`config.mk`:
```
export PLATFORM = sky130hd
export DESIGN_NAME = cache_controller
export DESIGN_NICKNAME = d
export VERILOG_FILES = /design/src/rtl/cache_pkg.sv /design/src/rtl/cache_store.sv /design/src/rtl/cache_controller.sv
export SDC_FILE = /design/constraint.sdc
export NUM_CORES = 1
export LEC_CHECK = 0
export CAP_MARGIN = 20
export CORE_AREA = 3 3 212 214
export DETAILED_ROUTE_END_ITERATION = 12
export DIE_AREA = 0 0 215 217
export PLACE_DENSITY_LB_ADDON = 0.25
export SYNTH_ARGS = -nofsm -noshare
export SYNTH_HDL_FRONTEND = slang
export SYNTH_HIERARCHICAL = 1
export SYNTH_SLANG_ARGS = --single-unit
```
`constraint.sdc`:
```
create_clock -name clk -period 8.79 [get_ports clk]
set_input_delay 1.758 -clock clk [delete_from_list [all_inputs] [get_ports clk]]
set_output_delay 1.758 -clock clk [all_outputs]
set_load 0.005 [all_outputs]
```
`src/rtl/cache_pkg.sv`:
```
// Shared types and widths for the 2-way set-associative data cache.
// Latency: n/a (types, constants and one helper function only).
// Backpressure: n/a.
package cache_pkg;
  localparam int ADDR_W   = 32;
  localparam int DATA_W   = 32;
  localparam int SET_W    = 2;
  localparam int TAG_W    = ADDR_W - SET_W - 2;
  localparam int NUM_SETS = 1 << SET_W;
  localparam int NUM_WAYS = 2;

  typedef struct packed {
    logic valid;
    logic dirty;
  } cache_flags_t;

  typedef struct packed {
    logic [DATA_W-1:0] data;
    logic [TAG_W-1:0]  tag;
    cache_flags_t      flags;
  } cache_entry_t;

  typedef enum logic [1:0] {IDLE, LOOKUP, WRITEBACK, REFILL} cache_state_t;

  // Word-aligned line address rebuilt from a tag and a set index
  function automatic logic [ADDR_W-1:0] line_addr(input logic [TAG_W-1:0] tag,
                                                  input logic [SET_W-1:0] set);
    return {tag, set, 2'b00};
  endfunction
endpackage

```
`src/rtl/cache_store.sv`:
```
// Tag/data/flag storage: 2 ways x NUM_SETS entries, both ways of one set readable.
// Latency: combinational read, write takes effect at the next clock edge.
// Backpressure: none; a write is accepted every cycle we_i is high.
module cache_store
  import cache_pkg::*;
(
  input  logic             clk,
  input  logic             rst,
  input  logic [SET_W-1:0] rd_set_i,
  output cache_entry_t     rd_way0_o,
  output cache_entry_t     rd_way1_o,
  input  logic             we_i,
  input  logic             wr_way_i,
  input  logic [SET_W-1:0] wr_set_i,
  input  cache_entry_t     wr_entry_i
);
  logic [NUM_WAYS-1:0][NUM_SETS-1:0][DATA_W-1:0] data_q;
  logic [NUM_WAYS-1:0][NUM_SETS-1:0][TAG_W-1:0]  tag_q;
  cache_flags_t [NUM_WAYS-1:0][NUM_SETS-1:0]     flags_q;

  // Payload needs no reset: it is only looked at when the valid flag is set
  always_ff @(posedge clk) begin
    if (we_i) begin
      data_q[wr_way_i][wr_set_i] <= wr_entry_i.data;
      tag_q[wr_way_i][wr_set_i]  <= wr_entry_i.tag;
    end
  end

  // Flags reset to invalid/clean, so a reset empties the whole cache
  always_ff @(posedge clk) begin
    if (rst) begin
      flags_q <= '0;
    end else if (we_i) begin
      flags_q[wr_way_i][wr_set_i] <= wr_entry_i.flags;
    end
  end

  // Present both ways of the addressed set for tag compare and victim choice
  always_comb begin
    rd_way0_o.data  = data_q[0][rd_set_i];
    rd_way0_o.tag   = tag_q[0][rd_set_i];
    rd_way0_o.flags = flags_q[0][rd_set_i];
    rd_way1_o.data  = data_q[1][rd_set_i];
    rd_way1_o.tag   = tag_q[1][rd_set_i];
    rd_way1_o.flags = flags_q[1][rd_set_i];
  end
endmodule

```
`src/rtl/cache_controller.sv`:
```
// Write-back/write-allocate controller for the 2-way data cache; CACHE_STATS_EN adds hit/miss counters.
// Latency: hit ready 2 cycles after acceptance; misses add one memory transaction (two if victim dirty).
// Backpressure: CPU request held until cpu_ready_o; memory req/addr/data held stable until mem_ack_i.
module cache_controller
  import cache_pkg::*;
#(
  parameter int ADDRESS_WIDTH = 32,
  parameter int DATA_WIDTH    = 32,
  parameter int SET_WIDTH     = 2
) (
  input  logic                     clk,
  input  logic                     rst,
  input  logic                     cpu_req_i,
  input  logic                     cpu_we_i,
  input  logic [ADDRESS_WIDTH-1:0] cpu_addr_i,
  input  logic [DATA_WIDTH-1:0]    cpu_wdata_i,
  output logic                     cpu_ready_o,
  output logic [DATA_WIDTH-1:0]    cpu_rdata_o,
  output logic                     mem_req_o,
  output logic                     mem_we_o,
  output logic [ADDRESS_WIDTH-1:0] mem_addr_o,
  output logic [DATA_WIDTH-1:0]    mem_wdata_o,
  input  logic                     mem_ack_i,
  input  logic [DATA_WIDTH-1:0]    mem_rdata_i
`ifdef CACHE_STATS_EN
  ,
  output logic [31:0]              hit_count_o,
  output logic [31:0]              miss_count_o
`endif
);
  localparam int TAG_WIDTH = ADDRESS_WIDTH - SET_WIDTH - 2;

  cache_state_t                  state_q, state_d;
  logic [ADDRESS_WIDTH-3:0]      addr_q, addr_d;
  logic                          we_q, we_d;
  logic [DATA_WIDTH-1:0]         wdata_q, wdata_d;
  logic [(1<<SET_WIDTH)-1:0]     lru_q, lru_d;
  logic                          victim_q, victim_d;
  logic                          first_q, first_d;
  logic                          ready_q, ready_d;
  logic [DATA_WIDTH-1:0]         rdata_q, rdata_d;

  logic [SET_WIDTH-1:0]          set_w;
  logic [TAG_WIDTH-1:0]          tag_w;
  cache_entry_t                  way0, way1, hit_entry, sel_entry, cur_victim, wr_entry;
  logic                          hit0, hit1, hit, hit_way, victim_sel;
  logic                          st_we, st_way;
  logic                          unused_addr_bits;

  // Byte offset never matters: the cache holds one word per line
  assign unused_addr_bits = ^cpu_addr_i[1:0];

  assign set_w = addr_q[SET_WIDTH-1:0];
  assign tag_w = addr_q[ADDRESS_WIDTH-3:SET_WIDTH];

  cache_store u_store (
    .clk        (clk),
    .rst        (rst),
    .rd_set_i   (set_w),
    .rd_way0_o  (way0),
    .rd_way1_o  (way1),
    .we_i       (st_we),
    .wr_way_i   (st_way),
    .wr_set_i   (set_w),
    .wr_entry_i (wr_entry)
  );

  assign hit0       = way0.flags.valid && (way0.tag == tag_w);
  assign hit1       = way1.flags.valid && (way1.tag == tag_w);
  assign hit        = hit0 || hit1;
  assign hit_way    = !hit0;
  assign hit_entry  = hit0 ? way0 : way1;
  // Fill empty ways first (way0 before way1), otherwise evict the LRU way
  assign victim_sel = !way0.flags.valid ? 1'b0 : (!way1.flags.valid ? 1'b1 : lru_q[set_w]);
  assign sel_entry  = victim_sel ? way1 : way0;
  assign cur_victim = victim_q ? way1 : way0;

  // Next-state, store write port and memory-side outputs
  always_comb begin
    state_d     = state_q;
    addr_d      = addr_q;
    we_d        = we_q;
    wdata_d     = wdata_q;
    lru_d       = lru_q;
    victim_d    = victim_q;
    first_d     = first_q;
    ready_d     = 1'b0;
    rdata_d     = '0;
    st_we       = 1'b0;
    st_way      = victim_q;
    wr_entry    = '0;
    mem_req_o   = 1'b0;
    mem_we_o    = 1'b0;
    mem_addr_o  = '0;
    mem_wdata_o = '0;
    case (state_q)
      IDLE: begin
        if (cpu_req_i) begin
          addr_d  = cpu_addr_i[ADDRESS_WIDTH-1:2];
          we_d    = cpu_we_i;
          wdata_d = cpu_wdata_i;
          first_d = 1'b1;
          state_d = LOOKUP;
        end
      end
      LOOKUP: begin
        first_d = 1'b0;
        if (hit) begin
          ready_d       = 1'b1;
          lru_d[set_w]  = ~hit_way;
          state_d       = IDLE;
          if (we_q) begin
            st_we          = 1'b1;
            st_way         = hit_way;
            wr_entry.data  = wdata_q;
            wr_entry.tag   = tag_w;
            wr_entry.flags = '{valid: 1'b1, dirty: 1'b1};
          end else begin
            rdata_d = hit_entry.data;
          end
        end else begin
          victim_d = victim_sel;
          state_d  = (sel_entry.flags.valid && sel_entry.flags.dirty) ? WRITEBACK : REFILL;
        end
      end
      WRITEBACK: begin
        mem_req_o   = 1'b1;
        mem_we_o    = 1'b1;
        mem_addr_o  = line_addr(cur_victim.tag, set_w);
        mem_wdata_o = cur_victim.data;
        if (mem_ack_i) begin
          st_we                = 1'b1;
          wr_entry             = cur_victim;
          wr_entry.flags.dirty = 1'b0;
          state_d              = REFILL;
        end
      end
      REFILL: begin
        mem_req_o  = 1'b1;
        mem_addr_o = line_addr(tag_w, set_w);
        if (mem_ack_i) begin
          st_we          = 1'b1;
          wr_entry.data  = mem_rdata_i;
          wr_entry.tag   = tag_w;
          wr_entry.flags = '{valid: 1'b1, dirty: 1'b0};
          state_d        = LOOKUP;
        end
      end
      default: state_d = IDLE;
    endcase
  end

  // Controller state; reset abandons any access in flight
  always_ff @(posedge clk) begin
    if (rst) begin
      state_q  <= IDLE;
      addr_q   <= '0;
      we_q     <= 1'b0;
      wdata_q  <= '0;
      lru_q    <= '0;
      victim_q <= 1'b0;
      first_q  <= 1'b0;
      ready_q  <= 1'b0;
      rdata_q  <= '0;
    end else begin
      state_q  <= state_d;
      addr_q   <= addr_d;
      we_q     <= we_d;
      wdata_q  <= wdata_d;
      lru_q    <= lru_d;
      victim_q <= victim_d;
      first_q  <= first_d;
      ready_q  <= ready_d;
      rdata_q  <= rdata_d;
    end
  end

  assign cpu_ready_o = ready_q;
  assign cpu_rdata_o = rdata_q;

`ifdef CACHE_STATS_EN
  logic [31:0] hit_count_q, miss_count_q;

  // Saturating counters, bumped only on the first lookup of each access
  always_ff @(posedge clk) begin
    if (rst) begin
      hit_count_q  <= '0;
      miss_count_q <= '0;
    end else if (state_q == LOOKUP && first_q) begin
      if (hit && hit_count_q != 32'hFFFF_FFFF) hit_count_q <= hit_count_q + 32'd1;
      if (!hit && miss_count_q != 32'hFFFF_FFFF) miss_count_q <= miss_count_q + 32'd1;
    end
  end

  assign hit_count_o  = hit_count_q;
  assign miss_count_o = miss_count_q;
`endif
endmodule

```
# Word level (Yosys, flattened, before mapping)
# Index checks and enable logic that the tools add are counted.
dict set report totals {
  reg_bits 599
  elab_cells 129
  in_bits 101
  out_inout_bits 99
}
dict set report op_classes {
  reduce_logical 15
  eq_ne 8
  bitwise_logic 2
  n_mux 60
  n_lt_le_gt_ge 4
}
# cell n
set ops {}
lappend ops {{$mux 62} 6}
lappend ops {{$bwmux 256} 1}
lappend ops {{$bwmux 224} 1}
lappend ops {{$pmux 62 s3} 1}
lappend ops {{$bmux 32 s2} 2}
lappend ops {{$demux 128 s1} 1}
lappend ops {{$mux 128} 1}
lappend ops {{$mux 32} 4}
lappend ops {{$bmux 28 s2} 2}
lappend ops {{$demux 112 s1} 1}
lappend ops {{$mux 112} 1}
lappend ops {{$mux 28} 3}
lappend ops {{$demux 32 s2} 1}
lappend ops {{$pmux 32 s2} 1}
lappend ops {{$demux 28 s2} 1}
lappend ops {{$eq 28x28->1} 2}
lappend ops {{$bwmux 16} 1}
lappend ops {{$mux 2} 8}
lappend ops {{$mux 1} 14}
lappend ops {{$bmux 2 s2} 2}
lappend ops {{$demux 8 s1} 1}
lappend ops {{$mux 8} 1}
lappend ops {{$pmux 2 s4} 1}
lappend ops {{$ne 2x2->1 const B} 3}
lappend ops {{other kinds (20)} 29}

# Longest topological paths before layout
# Gate-level depths: netlist of the first run.
dict set report logic_depth {
  word_depth 13
  depth_mapped 14
  ltp_nobuf 9
}

# Cells and area by module
# Netlist of the first run, hierarchy kept.
# module area_each_um2 cells_each seq_area_each_um2 instances
set by_module_without_submodules {}
lappend by_module_without_submodules {cache_store 18103.6 700 14734.1 1}
lappend by_module_without_submodules {cache_controller 6876.6 853 2062.0 1}

# Least setup slack after synthesis of the first run
# No wires, ideal clock.
dict set report synth_path {
  kind {register to register}
  start {register addr_q[0]}
  end {register u_store/data_q[0] (netlist bit) (enable)}
  synth_period_minus_slack_ns 7.184
  t_required_ns 8.272
  slack_ns 1.606
  setup_time_ns 0.518
  path_stages_with_launch 13
  t_arrival_ns 6.666
  cell_sequence {dfxtp_1 > buf_6 > buf_6 > buf_6 > mux4_2 > xnor2_1 > nand4_1 > nor4_1 > nand4_2 > a211oi_4 > buf_6 > o21bai_1 > nor4b_2}
}
# item line
set synth_lines {}
lappend synth_lines {{start: declaration} cache_controller.sv:34} ;# logic [ADDRESS_WIDTH-3:0] addr_q, addr_d;
lappend synth_lines {{start signal: assignment} cache_controller.sv:167} ;# addr_q <= addr_d;
lappend synth_lines {{end signal: indexed assignment} cache_store.sv:24} ;# data_q[wr_way_i][wr_set_i] <= wr_entry_i.data;
lappend synth_lines {{end: declaration} cache_store.sv:17} ;# logic [NUM_WAYS-1:0][NUM_SETS-1:0][DATA_W-1:0] data_q;

==> impl_metrics.yaml, run 1 <==
floorplan:
  initial_core_util: 0.580
  die_h_um: 217
  ios: 200
  die-area_mm2: 0.0467
  rows: 76
  core-area_mm2: 0.0431
  dieWidth_um: 215
clock_network:
  post_cts_buffers: 0
  cts_tree: "yes"
  cts_resized: 0
  h-tree-depth: 2
  cts_hold_buffers: 0
  path_clk_slew_ns: 0.06
  cts.sinks: 599
  cts_buffers: 58
  insertion_delay_ns: 0.61
  cts_max_path_buffers: 3
  cts-root-buf: "clkbuf_16"
routing:
  drtAntennaViolNets: 0
  dr_wl_met3_um: 4980
  drt-met1-wl_um: 24200
  drtIter0Drc: 1661
  vias: 14690
  wl_um: 61400
  wl_per_cell_um: 26.0
  dr.pass1.iters: 5
  top_layer: "met4"
  drc_errors: 0
  viasPerCell: 6.22
  routed-wl-met2_um: 30300
setup_path:
  critical_path.top_delay_family: "buffers and inverters"
  crit_chain: "buf_4, buf_4, mux4_2, mux2i_1, nor2b_1, clkdlybuf4s50_1"
  crit_top_cell: "buf_4"
  worstPathRequired_ns: 7.03
  cp.arrival_ns: 4.54
  crit_path_top_delay_cell: "dfxtp_4"
  rr_worst_depth: 12
  path_max_fanout: 48
  start_kind: "register"
  regToRegEndpoint: "u_store/data_q[143]"
  critical-path-max-stage-delay_ns: 0.95
  cp_num_buf_inv: 3
  r2r_start: "addr_q[0]"
  critPathCaptureType: "primary output"
  critPathKind: "register to primary output"
  r2r_slack_ns: 2.55
finish:
  final_layout_size_suffix_gt1_frac: 0.171
  diodes: 0
  syn_to_final_growth_pct: 17.5
  fin_nets: 1832
yosys:
  synth_edf_count: 480
  synth-seq-cells: 599
  avgSynthCellArea_um2: 16.1
  syn_inst: 1553
  synth.area.top_cells: "edfxtp_1 58%, mux4_2 11%, dfxtp_1 9.5%, nand2_1 2.0%, mux2i_1 2.0%"
  synth_top_cell_area_share: 0.577
  seq_area_frac_synth: 0.672
  ys.flop_type: "edfxtp_1"
  async_reset_ff_frac: 0
  synth_area_leader_cell: "edfxtp_1"
  yosys_warnings: 6
  synth_cell_types: 48
  syn_area_mm2: 0.0250
power_and_ir_drop:
  finalPower_mw: 6.20
  powerDensity_mw_per_mm2: 211
  peakVddDrop_uv: 146
  p_leak_nw: 10.6
flow_run:
  cap_violations: 0
sta:
  slew_headroom: 0.246
  slew_viol_final: 0
  finalCritPeriodShare: 0.717
  skew_ns: 0.0259
  setup_viol: 0
  tightestPinTransition_ns: 1.13
  holdWs_ns: 0.459
  rsz0062_at_grt: "no"
  hold_viol_final: 0
  fmax_mhz: 159
  period_needed_ns: 6.30
  setup_tns_ns: 0
placed_design:
  io_buffers: 195
  gp_congestion: 0.761
  dp_hpwl_um: 34600
grt:
  grt_max_degree: 92
  grt_pass1_vias: 15100
  grt_use_total: 0.262
  grt_first_pass_wirelength_um: 92300
  overflow: 0
  antenna_found_initial: 0
outcome:
  status: "finished, final reports clean"
worst_hold_path:
  hold_depth: 2
  whs_endpoint: "wdata_q[14]"
  min_from: "wdata_q[14]"
  min_path_type: "register to register"
state kept, by name (all words and copies together), names as in the netlist:
register	count
cpu_rdata_o	32
u_store/flags_q	16
wdata_q	32
u_store/data_q	256
we_q	1
cpu_ready_o	1
u_store/tag_q	224
state_q	2
lru_q	4
addr_q	30
victim_q	1
cells in the mapped netlist, types with 3 or more instances:
cell / n
edfxtp_1: 480
nand2_1: 136
mux4_2: 125
dfxtp_1: 119
clkbuf_1: 79
a21oi_1: 69
mux2i_1: 50
a32o_1: 49
xnor2_1: 45
inv_1: 41
nor2_1: 38
nor2b_1: 34
o21a_1: 33
a21o_1: 32
and3_1: 32
mux2_2: 29
a22o_1: 28
nand2b_1: 24
buf_2: 15
buf_6: 14
a32o_2: 11
xor2_1: 11
nand4_1: 10
nor4_1: 5
ha_1: 4
nand3_1: 4
nand4b_1: 4
a31oi_1: 3
nand4bb_1: 3
cells by family (layout without fill, tap and decap cells):
| group | Yosys count | count (layout) | share of synthesized area |
|---|---|---|---|
| buffers and inverters | 153 | 375 | 0.0282 |
| adder cells (fa/ha/maj) | 4 | 4 | 0.00200 |
| AO/OA/AOI/OAI | 232 | 232 | 0.0710 |
| other | 1 | 2 | 0.000150 |
| flip-flops | 599 | 599 | 0.672 |
| AND/OR/NAND/NOR | 304 | 304 | 0.0608 |
| multiplexers | 204 | 204 | 0.146 |
| XOR/XNOR | 56 | 56 | 0.0196 |
per-stage QoR:
stage / cells / setup WS [ns] / instance area, µm² / util
after floorplan: 1554 / 1.61 / 25000 / -
final: 2361 / 2.49 / 29400 / 0.681
after CTS: 2361 / 2.34 / 29400 / 0.681
after detailed placement: 2252 / 2.49 / 27400 / 0.636
after global placement: 2252 / 2.50 / 27400 / 0.636
after global routing: 2361 / 2.05 / 29400 / 0.681
final cells by class:
type                            count  area, µm²
Clock buffer                       85       1650
Clock inverter                     24        294
Fill cell                        2868      13700
Inverter                           42        159
Multi-Input combinational cell    802       7510
Sequential cell                   599      16800
Tap cell                          585        732
Timing Repair Buffer              224       2200
how the worst max path moves through the flow:
stage | from | to | cells past startpoint
2_1_floorplan | addr_q[0] | u_store/data_q[0] | 12
4_1_cts | addr_q[0] | mem_wdata_o[4] | 6
3_5_place_dp | addr_q[0] | u_store/tag_q[124] | 12
3_3_place_gp | addr_q[0] | u_store/data_q[143] | 12
5_1_grt | addr_q[0] | u_store/data_q[144] | 12
6_report | addr_q[0] | mem_wdata_o[13] | 6
worst register-to-register path: cells and delay by family, from the launching register on:
kind            cells  cell delay (ns)
xor+xnor            1             0.39
simple gates        5             1.56
buf+inv             4             2.21
compound gates      1             0.16
mux                 1             0.61
flops               1             0.95
report_power, final:
part           internal (mW)  total (mW)  switching (mW)
Combinational          0.236       0.569           0.333
Sequential              3.06        3.12          0.0554
Clock                   1.50        2.52            1.02
layer usage:
metal  track usage  up-vias
met5             0        -
met4        0.0901        0
met3        0.0478      123
met2         0.433      729
met1         0.357     7465
li1              -     6373
layout by cell type (no fill, tap or decap), types with 35 or more instances in the layout:
cell type | netlist | final
a21oi_1 | 69 | 69
a32o_1 | 49 | 49
clkbuf_16 | 0 | 61
clkdlybuf4s50_1 | 0 | 193
dfxtp_1 | 119 | 116
edfxtp_1 | 480 | 480
inv_1 | 41 | 35
mux2i_1 | 50 | 50
mux4_2 | 125 | 125
nand2_1 | 136 | 135
nor2_1 | 38 | 37
xnor2_1 | 45 | 45
(Power assumes the default switching activity.)
==> run 2: changes to the inputs <==
clock period = 6.2 ns   (was 8.79 ns; I/O delays follow)
==> run 2 against run 1 <==
Flip-flop and latch count did not move. Sequential power rose by 42%. Via count rose by 0.99%. Wire length fell by 0.58%. Total power rose by 41%. Sequential share of layout area fell by 0.39 points. Largest cell class unchanged. Highest routed layer unchanged.
==> impl_metrics.yaml, run 2 (synthesis results as in run 1) <==
outcome:
  status: "finished, final reports clean"
setup_path:
  path_max_fanout: 39
  worstPathRequired_ns: 4.96
  r2r_start: "addr_q[0]"
  start_kind: "register"
  r2r_slack_ns: 1.03
  cp.arrival_ns: 4.16
  regToRegEndpoint: "u_store/tag_q[110]"
  critPathKind: "register to primary output"
  critPathCaptureType: "primary output"
  rr_worst_depth: 11
sta:
  setup_viol: 0
  finalCritPeriodShare: 0.871
  period_needed_ns: 5.40
  slew_headroom: 0.314
  setup_tns_ns: 0
  hold_viol_final: 0
  slew_viol_final: 0
  holdWs_ns: 0.460
  rsz0062_at_grt: "no"
  skew_ns: 0.0288
  tightestPinTransition_ns: 1.03
  fmax_mhz: 185
finish:
  final_layout_size_suffix_gt1_frac: 0.176
  largest_reg_flops: 256
  syn_to_final_growth_pct: 18.3
  final_cell_mix: "480 x edfxtp_1, 193 x clkdlybuf4s50_1, 135 x nand2_1"
  fin_nets: 1845
  final_util: 0.686
  final_common_cell: "edfxtp_1"
  regMostFlops: "u_store/data_q"
  reg.largest.list: "u_store/data_q (256), u_store/tag_q (224)"
  diodes: 0
worst_hold_path:
  min_path_type: "register to register"
  min_from: "lru_q[0]"
  whs_endpoint: "lru_q[0]"
  hold_depth: 2
clock_network:
  path_clk_slew_ns: 0.06
  cts_max_path_buffers: 3
  h-tree-depth: 2
  cts-root-buf: "clkbuf_16"
  cts.sinks: 599
  cts_buffers: 58
  cts_tree: "yes"
  post_cts_buffers: 0
  cts_hold_buffers: 0
  cts_resized: 0
  insertion_delay_ns: 0.63
routing:
  drtIter0Drc: 1562
  dr.pass1.iters: 5
  vias: 14835
  wl_um: 61000
  drc_errors: 0
  wl_per_cell_um: 25.7
  viasPerCell: 6.25
  drtAntennaViolNets: 0
floorplan:
  dieWidth_um: 215
  core-area_mm2: 0.0431
  die-area_mm2: 0.0467
  rows: 76
  die_h_um: 217
  initial_core_util: 0.580
  ios: 200
placed_design:
  io_buffers: 195
  gp_congestion: 0.781
  dp_hpwl_um: 35000
grt:
  grt_use_met1: 0.351
  grt_use_total: 0.263
  overflow: 0
  grtUsageMet3: 0.0490
  grt.busiest_layer: "met2"
  grt_first_pass_wirelength_um: 92800
  use_met2: 0.446
  grt_max_degree: 65
  grt_pass1_vias: 15384
  antenna_found_initial: 1
power_and_ir_drop:
  powerDensity_mw_per_mm2: 296
  peakVddDrop_uv: 266
  p_leak_nw: 10.7
  finalPower_mw: 8.75
flow_run:
  cap_violations: 0
==> run 2: changes by cell type in the layout (fill, tap and decap cells not counted), moves of 2 or more <==
cell       previous run  this run
buf_12                3        14
buf_4                27        29
bufinv_16             7         5
clkbuf_1             21        18
clkbuf_16            61        59
clkbuf_8              3         7
clkinv_1              3         7
clkinv_2             14        10
==> run 2: through the flow <==
step           setup slack [ns]  instances  area (µm²)
6_report                  0.797       2373       29500
4_1_cts                   0.666       2372       29500
2_1_floorplan             0.457       1554       25000
3_3_place_gp               1.04       2264       27600
3_5_place_dp               1.00       2264       27600
5_1_grt                   0.425       2373       29500
==> run 2: where the power goes <==
part / internal (mW) / leakage, nW / switching (mW)
registers: 4.34 / 6.11 / 0.0794
logic: 0.344 / 3.64 / 0.481
clock network: 2.04 / 0.930 / 1.46
total: 6.73 / 10.7 / 2.02
==> run 2: layer usage <==
layer  vias up  wire length (µm)
met1      7538             23500
met4         0              1500
met3       120              5590
met2       777             30500
met5         -                 0
li1       6400                 -
==> run 2: worst max path at each step <==
stage	from	slack [ns]	cells past startpoint	end
2_1_floorplan	addr_q[0]	0.46	12	u_store/data_q[0]
3_3_place_gp	addr_q[0]	1.04	11	u_store/tag_q[106]
3_5_place_dp	addr_q[0]	1.00	11	u_store/tag_q[110]
4_1_cts	addr_q[0]	0.67	6	mem_wdata_o[21]
5_1_grt	addr_q[0]	0.42	6	mem_wdata_o[21]
6_report	addr_q[0]	0.80	6	mem_wdata_o[21]
==> run 2: area by class of cell <==
cell class / instances / area, µm²
Clock buffer: 84 / 1640
Clock inverter: 24 / 258
Fill cell: 2852 / 13500
Inverter: 42 / 159
Multi-Input combinational cell: 802 / 7520
Sequential cell: 599 / 16800
Tap cell: 585 / 732
Timing Repair Buffer: 237 / 2430
==> run 2: worst max-delay path: stages, from the launching register on <==
cell,delay (ns)
dfxtp_4,0.85
buf_4,0.63
buf_4,0.61
mux4_2,0.60
mux2i_1,0.22
nor2b_1,0.09
clkdlybuf4s50_1,0.48
==> run 3: changes to the inputs <==
CAP_MARGIN = unset   (was 20)
SLEW_MARGIN = 25   (was unset)
==> run 3 against run 2 <==
Worst setup slack better by 0.020 ns. Critical path type unchanged. Flip-flop and latch count stayed put. Die area is the same. Clock-buffer cell count grew 7. Clock power rose by 1%. Via count is essentially flat. Utilization is 0.16 points higher. Highest routed layer unchanged. Wire length increased by 0.84%. Total power rose by 0.57%. Critical path depth unchanged.
==> impl_metrics.yaml, run 3 (synthesis results as in run 1) <==
power_and_ir_drop:
  peakVddDrop_uv: 234
  powerDensity_mw_per_mm2: 297
  p_leak_nw: 10.7
  finalPower_mw: 8.80
finish:
  multi_input_area_mm2: 0.00752
  regMostFlops: "u_store/data_q"
  fillers: 2889
  final_common_cell: "edfxtp_1"
  final_cell_mix: "480 x edfxtp_1, 193 x clkdlybuf4s50_1, 135 x nand2_1"
  final_layout_size_suffix_gt1_frac: 0.180
  fin_nets: 1845
  diodes: 0
  reg.largest.list: "u_store/data_q (256), u_store/tag_q (224)"
  regArea_mm2: 0.0168
  syn_to_final_growth_pct: 18.6
  largest_reg_flops: 256
clock_network:
  cts_max_path_buffers: 3
  cts_tree: "yes"
  path_clk_slew_ns: 0.06
  cts_resized: 0
  insertion_delay_ns: 0.61
  cts_buffers: 58
  cts_hold_buffers: 0
  h-tree-depth: 2
  post_cts_buffers: 0
  cts.sinks: 599
  cts-root-buf: "clkbuf_16"
floorplan:
  core-area_mm2: 0.0431
  ios: 200
  rows: 76
  die_h_um: 217
  die-area_mm2: 0.0467
  initial_core_util: 0.580
  dieWidth_um: 215
sta:
  finalCritPeriodShare: 0.868
  slew_viol_final: 0
  slew_headroom: 0.309
  skew_ns: 0.0177
  fmax_mhz: 186
  holdWs_ns: 0.458
  setup_slack_ns: 0.817
  setup_viol: 0
  period_needed_ns: 5.38
  rsz0062_at_grt: "no"
  setup_tns_ns: 0
  hold_viol_final: 0
  tightestPinTransition_ns: 1.04
routing:
  wl_per_cell_um: 25.9
  wl_um: 61500
  drtAntennaViolNets: 0
  vias: 14844
  viasPerCell: 6.25
  dr.pass1.iters: 5
  drc_errors: 0
  drtIter0Drc: 1626
placed_design:
  io_buffers: 195
  place_ws_ns: 1.00
  gp_congestion: 0.781
  dp_hpwl_um: 35100
setup_path:
  critPathKind: "register to primary output"
  crit_top_cell: "buf_4"
  critPathCaptureType: "primary output"
  cp.arrival_ns: 4.14
  path_max_fanout: 39
  cp_num_buf_inv: 3
  crit_path_top_delay_cell: "dfxtp_4"
  start_kind: "register"
  critical_path.top_delay_family: "buffers and inverters"
  worstPathRequired_ns: 4.96
  crit_chain: "buf_4, buf_4, mux4_2, mux2i_1, nor2b_1, clkdlybuf4s50_1"
  critical-path-max-stage-delay_ns: 0.85
grt:
  grt_use_total: 0.262
  antenna_found_initial: 0
  grt_first_pass_wirelength_um: 92400
  grt_max_degree: 65
  overflow: 0
  grt_pass1_vias: 15287
worst_hold_path:
  min_path_type: "register to register"
outcome:
  status: "finished, final reports clean"
flow_run:
  cap_violations: 0
## run 3: metal layers
metal | wire, µm | GRT usage
met3 | 4970 | 0.0434
met1 | 24300 | 0.350
met5 | 0 | 0
met4 | 1450 | 0.0793
met2 | 30800 | 0.449
## run 3: final cells by class
cell class                 instances  area share
clock buffer                      91      0.0605
inverter                          42     0.00536
tap                              585      0.0247
multi-input combinational        802       0.254
clock inverter                    19     0.00570
timing repair buffer             237      0.0825
sequential                       599       0.567
## run 3: path summary, 6_finish.rpt
kind	slack, ns	cells after the start	startpoint	end
hold / removal	0.46	2	wdata_q[25]	wdata_q[25]
setup / recovery	0.82	6	addr_q[0]	mem_wdata_o[11]
setup reg to reg	0.91	11	addr_q[0]	u_store/tag_q[110]
hold reg to reg	0.46	2	wdata_q[25]	wdata_q[25]
## run 3: worst min-delay path, cell delays in order, from the launching register on
cell and delay (ns):
dfxtp_1 0.31, nand2_1 0.05, a21oi_1 0.05
## run 3: through the flow
stage                util  instance area [µm²]  std cells
floorplan               -                25000       1554
detailed placement  0.642                27700       2265
global placement    0.641                27600       2264
global route        0.688                29600       2375
finish              0.688                29600       2375
CTS                 0.688                29600       2375
## run 3: power by group
group / leakage, nW / internal (mW) / switching (mW)
Sequential: 6.11 / 4.34 / 0.0796
Combinational: 3.64 / 0.346 / 0.483
Clock: 0.971 / 2.10 / 1.45
